[src/rtl/chunked_addsub_ctrl.sv]
// -----------------------------------------------------------------------------
// chunked_addsub_ctrl
//
// Multi-cycle N-bit add/subtract built around a single W-bit ripple-carry chunk
// adder. One chunk is processed per cycle, LSB first, and the carry is kept in
// a register between chunks. An operation takes K = N/W RUN cycles.
// Subtraction is b + ~a + 1: the effective operand y is ~a and the initial
// carry-in is 1.
//
// Parameters:
//   N  operand/result width (must be a multiple of W)
//   W  chunk adder width; K = N/W cycles per operation (K = 1 is legal)
//
// Ports:
//   clk          clock, all state updates on the rising edge
//   rst          synchronous, active-high reset
//   start_valid  command valid
//   start_ready  controller can accept a command (high only in IDLE)
//   op           0: result = b + a, 1: result = b - a
//   a, b         operands, captured on the accept edge
//   res_valid    result valid (DONE state)
//   res_ready    consumer accepts result
//   result       sum/difference modulo 2^N, held until the next operation
//   cout         carry out of the MSB chunk (for subtract: 1 = no borrow)
//   ovf          signed overflow flag (only with ADDSUB_OVF_FLAG_EN defined)
//   busy         high in RUN and DONE
//
// Optional feature macro: ADDSUB_OVF_FLAG_EN adds the ovf output.
// -----------------------------------------------------------------------------
module chunked_addsub_ctrl #(
    parameter int N = 32,
    parameter int W = 8
) (
    input  logic         clk,
    input  logic         rst,
    input  logic         start_valid,
    output logic         start_ready,
    input  logic         op,
    input  logic [N-1:0] a,
    input  logic [N-1:0] b,
    output logic         res_valid,
    input  logic         res_ready,
    output logic [N-1:0] result,
    output logic         cout,
`ifdef ADDSUB_OVF_FLAG_EN
    output logic         ovf,
`endif
    output logic         busy
);

    localparam int K     = N / W;
    localparam int IDX_W = (K > 1) ? $clog2(K) : 1;

    typedef enum logic [1:0] {
        IDLE,
        RUN,
        DONE
    } state_t;

    state_t             state;
    state_t             state_next;

    logic [N-1:0]       a_reg;
    logic [N-1:0]       b_reg;
    logic               op_reg;
    logic               carry;
    logic [IDX_W-1:0]   idx;

    logic [W-1:0]       x_chunk;
    logic [W-1:0]       y_chunk;
    logic [W:0]         chunk_sum;
    logic               last_chunk;
    logic               accept;

    // ---------------------------------------------------------------------
    // Chunk datapath: one W-bit slice of b plus the effective slice of a.
    // ---------------------------------------------------------------------
    always_comb begin
        x_chunk    = b_reg[int'(idx)*W +: W];
        y_chunk    = op_reg ? ~a_reg[int'(idx)*W +: W] : a_reg[int'(idx)*W +: W];
        chunk_sum  = {1'b0, x_chunk} + {1'b0, y_chunk} + {{W{1'b0}}, carry};
        last_chunk = (idx == IDX_W'(K - 1));
    end

    // ---------------------------------------------------------------------
    // FSM: state register
    // ---------------------------------------------------------------------
    // NOTE: sequential state uses non-blocking assignments so every register
    // samples the pre-edge value of every other register.
    always_ff @(posedge clk) begin
        if (rst) begin
            state <= IDLE;
        end else begin
            state <= state_next;
        end
    end

    // ---------------------------------------------------------------------
    // FSM: next state and handshake outputs
    // ---------------------------------------------------------------------
    // NOTE: every signal driven here gets a default first, so no path through
    // the case statement can leave one unassigned and infer a latch.
    always_comb begin
        state_next  = state;
        start_ready = 1'b0;
        res_valid   = 1'b0;
        busy        = 1'b0;
        case (state)
            IDLE: begin
                start_ready = 1'b1;
                if (start_valid) begin
                    state_next = RUN;
                end
            end
            RUN: begin
                busy = 1'b1;
                if (last_chunk) begin
                    state_next = DONE;
                end
            end
            DONE: begin
                busy      = 1'b1;
                res_valid = 1'b1;
                if (res_ready) begin
                    state_next = IDLE;
                end
            end
            default: begin
                state_next = IDLE;
            end
        endcase
    end

    assign accept = start_valid && start_ready;

    // ---------------------------------------------------------------------
    // Operand capture
    // ---------------------------------------------------------------------
    // NOTE: the operand registers have no reset; they are always loaded on the
    // accept edge before RUN reads them, so a reset would only cost area.
    always_ff @(posedge clk) begin
        if (accept) begin
            a_reg <= a;
            b_reg <= b;
        end
    end

    // ---------------------------------------------------------------------
    // Control and result registers
    // ---------------------------------------------------------------------
    always_ff @(posedge clk) begin
        if (rst) begin
            op_reg <= 1'b0;
            carry  <= 1'b0;
            idx    <= '0;
            result <= '0;
            cout   <= 1'b0;
`ifdef ADDSUB_OVF_FLAG_EN
            ovf    <= 1'b0;
`endif
        end else begin
            if (accept) begin
                op_reg <= op;
                carry  <= op;   // +1 of the two's-complement negation of a
                idx    <= '0;
            end
            if (state == RUN) begin
                result[int'(idx)*W +: W] <= chunk_sum[W-1:0];
                carry                    <= chunk_sum[W];
                idx                      <= idx + IDX_W'(1);
                if (last_chunk) begin
                    cout <= chunk_sum[W];
`ifdef ADDSUB_OVF_FLAG_EN
                    // Carry into MSB xor carry out of MSB, expressed as: both
                    // operand signs equal and the sum sign differs.
                    ovf  <= (x_chunk[W-1] == y_chunk[W-1]) &&
                            (chunk_sum[W-1] != x_chunk[W-1]);
`endif
                end
            end
        end
    end

endmodule

[config.mk]
export PLATFORM = sky130hd
export DESIGN_NAME = chunked_addsub_ctrl
export DESIGN_NICKNAME = d
export VERILOG_FILES = /design/src/rtl/chunked_addsub_ctrl.sv
export SDC_FILE = /design/constraint.sdc
export NUM_CORES = 1
export LEC_CHECK = 0
export CELL_PAD_IN_SITES_DETAIL_PLACEMENT = 0
export CELL_PAD_IN_SITES_GLOBAL_PLACEMENT = 1
export CORE_ASPECT_RATIO = 1.75
export CORE_MARGIN = 2
export CORE_UTILIZATION = 35
export CTS_BUF_LIST = sky130_fd_sc_hd__clkbuf_4 sky130_fd_sc_hd__clkbuf_8 sky130_fd_sc_hd__clkbuf_16
export DETAILED_ROUTE_END_ITERATION = 10
export HOLD_SLACK_MARGIN = 0.1
export MAX_ROUTING_LAYER = met4
export PLACE_DENSITY = 0.82
export SLEW_MARGIN = 20
export SYNTH_ARGS = -nofsm -noshare
export SYNTH_HDL_FRONTEND = slang
export SYNTH_SLANG_ARGS = --single-unit
[constraint.sdc]
create_clock -name clk -period 3.8 [get_ports clk]
set_input_delay 0.76 -clock clk [delete_from_list [all_inputs] [get_ports clk]]
set_output_delay 0.76 -clock clk [all_outputs]
set_load 0.01 [all_outputs]
==> tab_implementation.tex, run 1 <==
\begin{tabular}{lr}
\hline
Metric & Value \\
\hline
\multicolumn{2}{l}{\textbf{Floorplanning}} \\
\quad Initial core utilization & 35.8\% \\
\quad Ports & 105 \\
\quad Full die area & 13100 um\^{}2 \\
\quad X dimension of the die & 87.5 um \\
\quad Std-Cell Rows & 53 \\
\quad Area of the core & 11900 um\^{}2 \\
\quad Overall die height & 150 um \\
\multicolumn{2}{l}{\textbf{Clock network}} \\
\quad Hold buffers post-CTS & 0 \\
\quad Master cell of the clock root buffer & sky130\_fd\_sc\_hd\_\_clkbuf\_16 \\
\quad Sinks on the clock net & 103 \\
\quad Clock transition at path regs & 0.07 ns \\
\quad H-tree lvl count & 3 \\
\quad CTS tree & built \\
\quad Maximum count of clock buffers along a single path & 2 \\
\quad Setup Buffers After CTS & 0 \\
\quad TritonCTS Buffers & 9 \\
\quad Worst skew pair latency & 0.35 ns \\
\quad Post-cts repair resize count & 0 \\
\multicolumn{2}{l}{\textbf{Logic synthesis}} \\
\quad Top-area cell type share of the netlist area & 45.0\% \\
\quad Total of flip-flops plus latches after synthesis & 103 \\
\quad Seq/Total Area, Yosys & 63.2\% \\
\quad Mux contribution to synthesized area & 8.90\% \\
\quad Cell count after synthesis & 295 \\
\quad Synth unique cells & 42 \\
\quad Most area-consuming cells after synthesis & sky130\_fd\_sc\_hd\_\_edfxtp\_1 45\%, sky130\_fd\_sc\_hd\_\_dfxtp\_1 18\%, sky130\_fd\_sc\_hd\_\_mux4\_2 8.4\% \\
\quad Flip-flop cell with the highest count after synthesis & sky130\_fd\_sc\_hd\_\_edfxtp\_1 \\
\quad Share of async-settable or async-resettable flops after synthesis & 0\% \\
\quad Main combinational cell family by area after synthesis & compound AO/OA/AOI/OAI gates \\
\quad Synthesized area per cell & 14.5 um\^{}2 \\
\quad Post-synthesis adder-cell area fraction & 5.62\% \\
\quad Number of nets in the synthesized netlist & 382 \\
\quad Synth warnings & 0 \\
\quad Area share of and/or/nand/nor cells after synthesis & 6.76\% \\
\quad Mapped cell area & 4270 um\^{}2 \\
\quad Cell taking the most area after synthesis & sky130\_fd\_sc\_hd\_\_edfxtp\_1 \\
\quad Most common cell in the netlist & sky130\_fd\_sc\_hd\_\_edfxtp\_1 \\
\quad Parity-gate share of the synthesized area counting xor and xnor cells & 2.66\% \\
\quad Number of synthesized flops with an enable pin & 64 \\
\quad Top cell types by occurrence after synthesis & 64 x sky130\_fd\_sc\_hd\_\_edfxtp\_1, 39 x sky130\_fd\_sc\_hd\_\_dfxtp\_1, 34 x sky130\_fd\_sc\_hd\_\_nor2\_1 \\
\quad Synth Area in Compound Gates & 10.1\% \\
\multicolumn{2}{l}{\textbf{Global route}} \\
\quad Via count of the first global-routing pass & 2819 \\
\quad First-pass GRT wire length & 14000 um \\
\quad Global-route total usage across every layer & 14.6\% \\
\quad Pin count of the biggest net entering global routing & 66 \\
\quad Number of antenna violations at the first check in global routing & 0 \\
\quad Overflow left after global routing & 0 \\
\multicolumn{2}{l}{\textbf{Critical path}} \\
\quad Endpoint kind of the worst setup timing path & flop \\
\quad Worst Path Arrival & 3.28 ns \\
\quad Crit-path max FO & 12 \\
\quad Critical-path cell with the highest stage delay & sky130\_fd\_sc\_hd\_\_mux4\_2 \\
\quad Critical path's largest stage delay & 0.54 ns \\
\quad CP Class & flop to flop \\
\quad Cell class contributing the biggest share of worst-path delay & compound AO/OA/AOI/OAI gates \\
\quad Cell breakdown of the critical path & buf\_4 > mux4\_2 > xor2\_1 > fa\_1 > a21oi\_1 > o21bai\_1 > xor2\_1 > a22o\_1 \\
\quad Critical Path Start Type & flop \\
\quad Critical Path Most Common Cell & sky130\_fd\_sc\_hd\_\_xor2\_1 \\
\quad Required @ worst endpoint & 4.09 ns \\
\quad Combined buffer and inverter count along the critical path & 1 \\
\multicolumn{2}{l}{\textbf{Power and ir drop}} \\
\quad VDD IR max & 0.315 mV \\
\quad Power Density & 700 nW/um\^{}2 \\
\quad Static leakage power & 0.00206 uW \\
\quad Post-layout total power & 4030 uW \\
\multicolumn{2}{l}{\textbf{Cells and area}} \\
\quad Area growth from synthesis to layout & 34.7\% \\
\quad Number of antenna diodes & 0 \\
\quad Net total in the final layout & 490 \\
\quad Fraction of final layout cells sized beyond drive strength 1 & 10.5\% \\
\multicolumn{2}{l}{\textbf{Timing}} \\
\quad Shortest clock period the worst path allows after layout & 2.99 ns \\
\quad Final TNS setup & 0 ns \\
\quad Final setup fails & 0 \\
\quad Relative slew margins & 27.8\% \\
\quad Number of endpoints with negative hold slack in the final report & 0 \\
\quad Post-route clock period utilization & 78.6\% \\
\quad Max-slew violation count & 0 \\
\quad Worst Skew & 0.0107 ns \\
\quad Peak clock frequency supported by timing & 335 MHz \\
\quad Transition time of the tightest slew-check pin & 1.08 ns \\
\quad Setup repair after global routing missed its margin & no \\
\multicolumn{2}{l}{\textbf{Detailed routing}} \\
\quad Iteration-0 DRC Markers & 165 \\
\quad Number of nets with antenna violations after detailed routing & 0 \\
\quad Via Count & 2767 \\
\quad Pre-Repair DR Iteration Count & 4 \\
\quad Via-to-Cell Ratio & 5.08 \\
\quad DRC violation count after routing & 0 \\
\quad Average wire per standard cell & 16.4 um \\
\quad Aggregate routed wire length & 8930 um \\
\multicolumn{2}{l}{\textbf{Job}} \\
\quad Count of max-cap constraint violations & 0 \\
\multicolumn{2}{l}{\textbf{Place}} \\
\quad Total half-perimeter wirelength after legalization and detailed placement & 6840 um \\
\quad Final estimated routing congestion in global placement & 0.804 \\
\quad Input/output buffers & 104 \\
\multicolumn{2}{l}{\textbf{Outcome}} \\
\quad Outcome & complete, no violations \\
\multicolumn{2}{l}{\textbf{Worst hold path}} \\
\quad Type of the worst min-delay path & flop to flop \\
\hline
\end{tabular}
==> per-layer routing <==
metal	up-vias	global-route usage, %	routed length (um)
met5	-	-	0
met4	0	6.15	200
met3	13	2.96	363
met2	87	26.8	5090
met1	1329	14.8	3270
li1	1338	-	-
==> through the flow <==
stage	util (%)	std cells	setup slack, ns	instance area, um^2	hold slack, ns
after floorplan	-	295	0.947	4270	0.487
after global placement	45.6	529	0.842	5450	0.458
after detailed placement	45.6	529	0.768	5450	0.463
after CTS	48.2	545	0.754	5760	0.480
after global routing	48.2	545	0.540	5760	0.499
final	48.2	545	0.813	5760	0.483
==> kinds of logic (layout without fill, tap and decap cells) <==
| logic type | Yosys count | after routing |
|---|---|---|
| and+or+nand+nor | 62 | 62 |
| buffers and inverters | 24 | 137 |
| AOI/OAI and AO/OA | 57 | 57 |
| adders and majority gates | 18 | 18 |
| xor gates and xnor gates | 13 | 13 |
| muxes | 18 | 18 |
| DFF | 103 | 103 |
==> final timing paths <==
kind / slack, ns / endpoint / cells past startpoint / from
setup / recovery: 0.81 / result[20] / 8 / idx[0]
hold / removal: 0.48 / result[22] / 1 / result[22]
setup reg to reg: 0.81 / result[20] / 8 / idx[0]
hold reg to reg: 0.48 / result[22] / 1 / result[22]
==> where the power goes <==
part | switching [uW] | internal, uW
logic | 895 | 686
clock network | 446 | 468
registers | 86.2 | 1450
==> layout make-up <==
class	instances	area, um^2
clock buffer	9	225
clock inverter	7	83.8
fill	1077	6180
inverter	13	48.8
multi-input combinational	168	1450
sequential	103	2700
tap	137	171
timing repair buffer	108	1070
==> worst reg2reg max path: stages (launching register included) <==
cell and delay, ns:
sky130_fd_sc_hd__dfxtp_1 0.53, sky130_fd_sc_hd__buf_4 0.33, sky130_fd_sc_hd__mux4_2 0.55, sky130_fd_sc_hd__xor2_1 0.18, sky130_fd_sc_hd__fa_1 0.46, sky130_fd_sc_hd__a21oi_1 0.23, sky130_fd_sc_hd__o21bai_1 0.11, sky130_fd_sc_hd__xor2_1 0.33
sky130_fd_sc_hd__a22o_1 0.21
==> layout by cell type (no fill, tap or decap), drive strengths merged, types with 3 or more instances in the layout <==
cell type and n:
xnor2 4, dfxtp 39, ha 16, o21ai 3, a22oi 8, a21oi 16, clkdlybuf4s50 104, clkinv 5
xor2 9, mux4 16, buf 4, nand2 9, clkbuf 9, edfxtp 64, a22o 20, nor2 35
inv 15, nand3 3
No activity file was read; power rests on OpenSTA's default activity.
==> inputs of run 2 (changes only) <==
clock period = 3 ns   (was 3.8 ns; I/O delays follow)
==> run 2 against run 1 <==
Against the previous run:
- wire length is 0.60% higher
- count of clock-buffer cells in the layout is the same
- sequential share of layout area decreased by 0.23 points
- highest routed layer unchanged
- flip-flop and latch count unchanged
- non-clock buffer count rose by 3
- largest power group unchanged
- clock skew fell by 0.0024 ns
- largest cell class unchanged
- final cell count increased by 0.55%
- utilization is 0.26 points higher
- critical path type unchanged
==> tab_implementation.tex, run 2 (synthesis gave the netlist of run 1 again) <==
\begin{tabular}{lr}
\hline
Metric & Value \\
\hline
\multicolumn{2}{l}{\textbf{Clock network}} \\
\quad CTS tree & built \\
\quad Sinks on the clock net & 103 \\
\quad Master cell of the clock root buffer & sky130\_fd\_sc\_hd\_\_clkbuf\_16 \\
\quad Clock transition at path regs & 0.07 ns \\
\quad TritonCTS Buffers & 9 \\
\quad Maximum count of clock buffers along a single path & 2 \\
\quad Worst skew pair latency & 0.34 ns \\
\quad H-tree lvl count & 3 \\
\multicolumn{2}{l}{\textbf{Critical path}} \\
\quad Endpoint kind of the worst setup timing path & flop \\
\quad CP Class & flop to flop \\
\quad Worst Path Arrival & 2.94 ns \\
\quad Cell breakdown of the critical path & buf\_4 > mux4\_2 > inv\_1 > fa\_1 > inv\_1 > fa\_1 > a21oi\_2 > o2bb2ai\_2 > nor2\_1 > xnor2\_2 > a22o\_1 \\
\quad Critical Path Start Type & flop \\
\quad Required @ worst endpoint & 3.24 ns \\
\quad Crit-path max FO & 8 \\
\quad Combined buffer and inverter count along the critical path & 3 \\
\quad Cell class contributing the biggest share of worst-path delay & adder cells \\
\quad Critical-path cell with the highest stage delay & sky130\_fd\_sc\_hd\_\_mux4\_2 \\
\quad Critical path's largest stage delay & 0.49 ns \\
\multicolumn{2}{l}{\textbf{Timing}} \\
\quad Number of endpoints with negative hold slack in the final report & 0 \\
\quad Worst-case setup margin in the final layout & 0.300 ns \\
\quad Final setup fails & 0 \\
\quad Worst Skew & 0.00833 ns \\
\quad Max-slew violation count & 0 \\
\quad Relative slew margins & 51.4\% \\
\quad Final TNS setup & 0 ns \\
\quad Transition time of the tightest slew-check pin & 0.728 ns \\
\quad Shortest clock period the worst path allows after layout & 2.70 ns \\
\quad Setup repair after global routing missed its margin & no \\
\quad Post-route clock period utilization & 90.0\% \\
\quad Peak clock frequency supported by timing & 370 MHz \\
\quad Worst hold slack & 0.481 ns \\
\multicolumn{2}{l}{\textbf{Floorplanning}} \\
\quad Full die area & 13100 um\^{}2 \\
\quad Overall die height & 150 um \\
\quad Ports & 105 \\
\quad Area of the core & 11900 um\^{}2 \\
\quad X dimension of the die & 87.5 um \\
\quad Initial core utilization & 35.8\% \\
\quad Std-Cell Rows & 53 \\
\multicolumn{2}{l}{\textbf{Cells and area}} \\
\quad Number of antenna diodes & 0 \\
\quad Fraction of final layout cells sized beyond drive strength 1 & 11.7\% \\
\quad Net total in the final layout & 493 \\
\quad Top library cells by usage in the layout, fill and taps aside & 104 x sky130\_fd\_sc\_hd\_\_clkdlybuf4s50\_1, 64 x sky130\_fd\_sc\_hd\_\_edfxtp\_1, 38 x sky130\_fd\_sc\_hd\_\_dfxtp\_1 \\
\quad Most common cell after layout, fill and taps aside & sky130\_fd\_sc\_hd\_\_clkdlybuf4s50\_1 \\
\quad Fillers & 1052 \\
\quad Area growth from synthesis to layout & 35.4\% \\
\multicolumn{2}{l}{\textbf{Global route}} \\
\quad Number of antenna violations at the first check in global routing & 0 \\
\quad Overflow left after global routing & 0 \\
\quad First-pass GRT wire length & 14100 um \\
\quad Via count of the first global-routing pass & 2822 \\
\quad Pin count of the biggest net entering global routing & 48 \\
\quad Global-route total usage across every layer & 14.8\% \\
\multicolumn{2}{l}{\textbf{Detailed routing}} \\
\quad Via Count & 2751 \\
\quad DRC violation count after routing & 0 \\
\quad Number of nets with antenna violations after detailed routing & 0 \\
\quad Iteration-0 DRC Markers & 119 \\
\quad Via-to-Cell Ratio & 5.02 \\
\quad Aggregate routed wire length & 8990 um \\
\quad Pre-Repair DR Iteration Count & 4 \\
\quad Average wire per standard cell & 16.4 um \\
\multicolumn{2}{l}{\textbf{Outcome}} \\
\quad Outcome & complete, no violations \\
\multicolumn{2}{l}{\textbf{Place}} \\
\quad Final estimated routing congestion in global placement & 0.859 \\
\quad Input/output buffers & 104 \\
\quad Setup WS pre-CTS & 0.205 ns \\
\quad Total half-perimeter wirelength after legalization and detailed placement & 6910 um \\
\multicolumn{2}{l}{\textbf{Power and ir drop}} \\
\quad VDD IR max & 0.492 mV \\
\quad Power Density & 891 nW/um\^{}2 \\
\quad Static leakage power & 0.00206 uW \\
\multicolumn{2}{l}{\textbf{Worst hold path}} \\
\quad Type of the worst min-delay path & flop to flop \\
\multicolumn{2}{l}{\textbf{Job}} \\
\quad Count of max-cap constraint violations & 0 \\
\hline
\end{tabular}
run 2: cell count changes in the layout (fill, tap and decap cells not counted), sizes merged:
cell and change:
clkinv -3, buf +3, clkinvlp +3
run 2: area by class of cell:
cell class / count / area [um^2] / share of cell area, %
inverters: 13 / 48.8 / 0.843
clock inverters: 7 / 55.1 / 0.951
flip-flops and latches: 103 / 2700 / 46.7
repair buffers: 111 / 1120 / 19.3
multi-input cells: 168 / 1470 / 25.3
well taps: 137 / 171 / 2.96
clock buffers: 9 / 225 / 3.89
run 2: timing repair:
item / CTS / global route
setup endpoints to repair: 0 / 8
hold buffers: 0 / 0
resized for setup: 0 / 3
setup buffers: 0 / 0
run 2: path summary, 6_finish.rpt:
| check | start | endpoint | slack [ns] | depth (start not counted) |
|---|---|---|---|---|
| hold / removal | result[7] | result[7] | 0.48 | 1 |
| setup / recovery | idx[0] | result[22] | 0.30 | 11 |
| hold reg to reg | result[7] | result[7] | 0.48 | 1 |
| setup reg to reg | idx[0] | result[22] | 0.30 | 11 |
run 2: metal layers:
| layer | vias up | routed length, um | GRT usage (%) |
|---|---|---|---|
| met1 | 1316 | 3380 | 16.0 |
| met5 | - | 0 | - |
| met4 | 0 | 208 | 5.92 |
| met3 | 13 | 347 | 2.96 |
| li1 | 1342 | - | - |
| met2 | 80 | 5050 | 26.0 |
run 2: power breakdown:
| part | internal (uW) | switching, uW |
|---|---|---|
| logic | 951 | 1190 |
| clock network | 570 | 520 |
| registers | 1830 | 91.8 |
| total | 3350 | 1800 |
run 2: metrics by stage:
stage	instances	util (%)	area (um^2)	total power, uW
floorplan	295	-	4270	3390
global placement	532	46.0	5500	4020
detailed placement	532	46.0	5500	4080
CTS	548	48.4	5780	5170
global route	548	48.5	5790	5520
finish	548	48.5	5790	5160
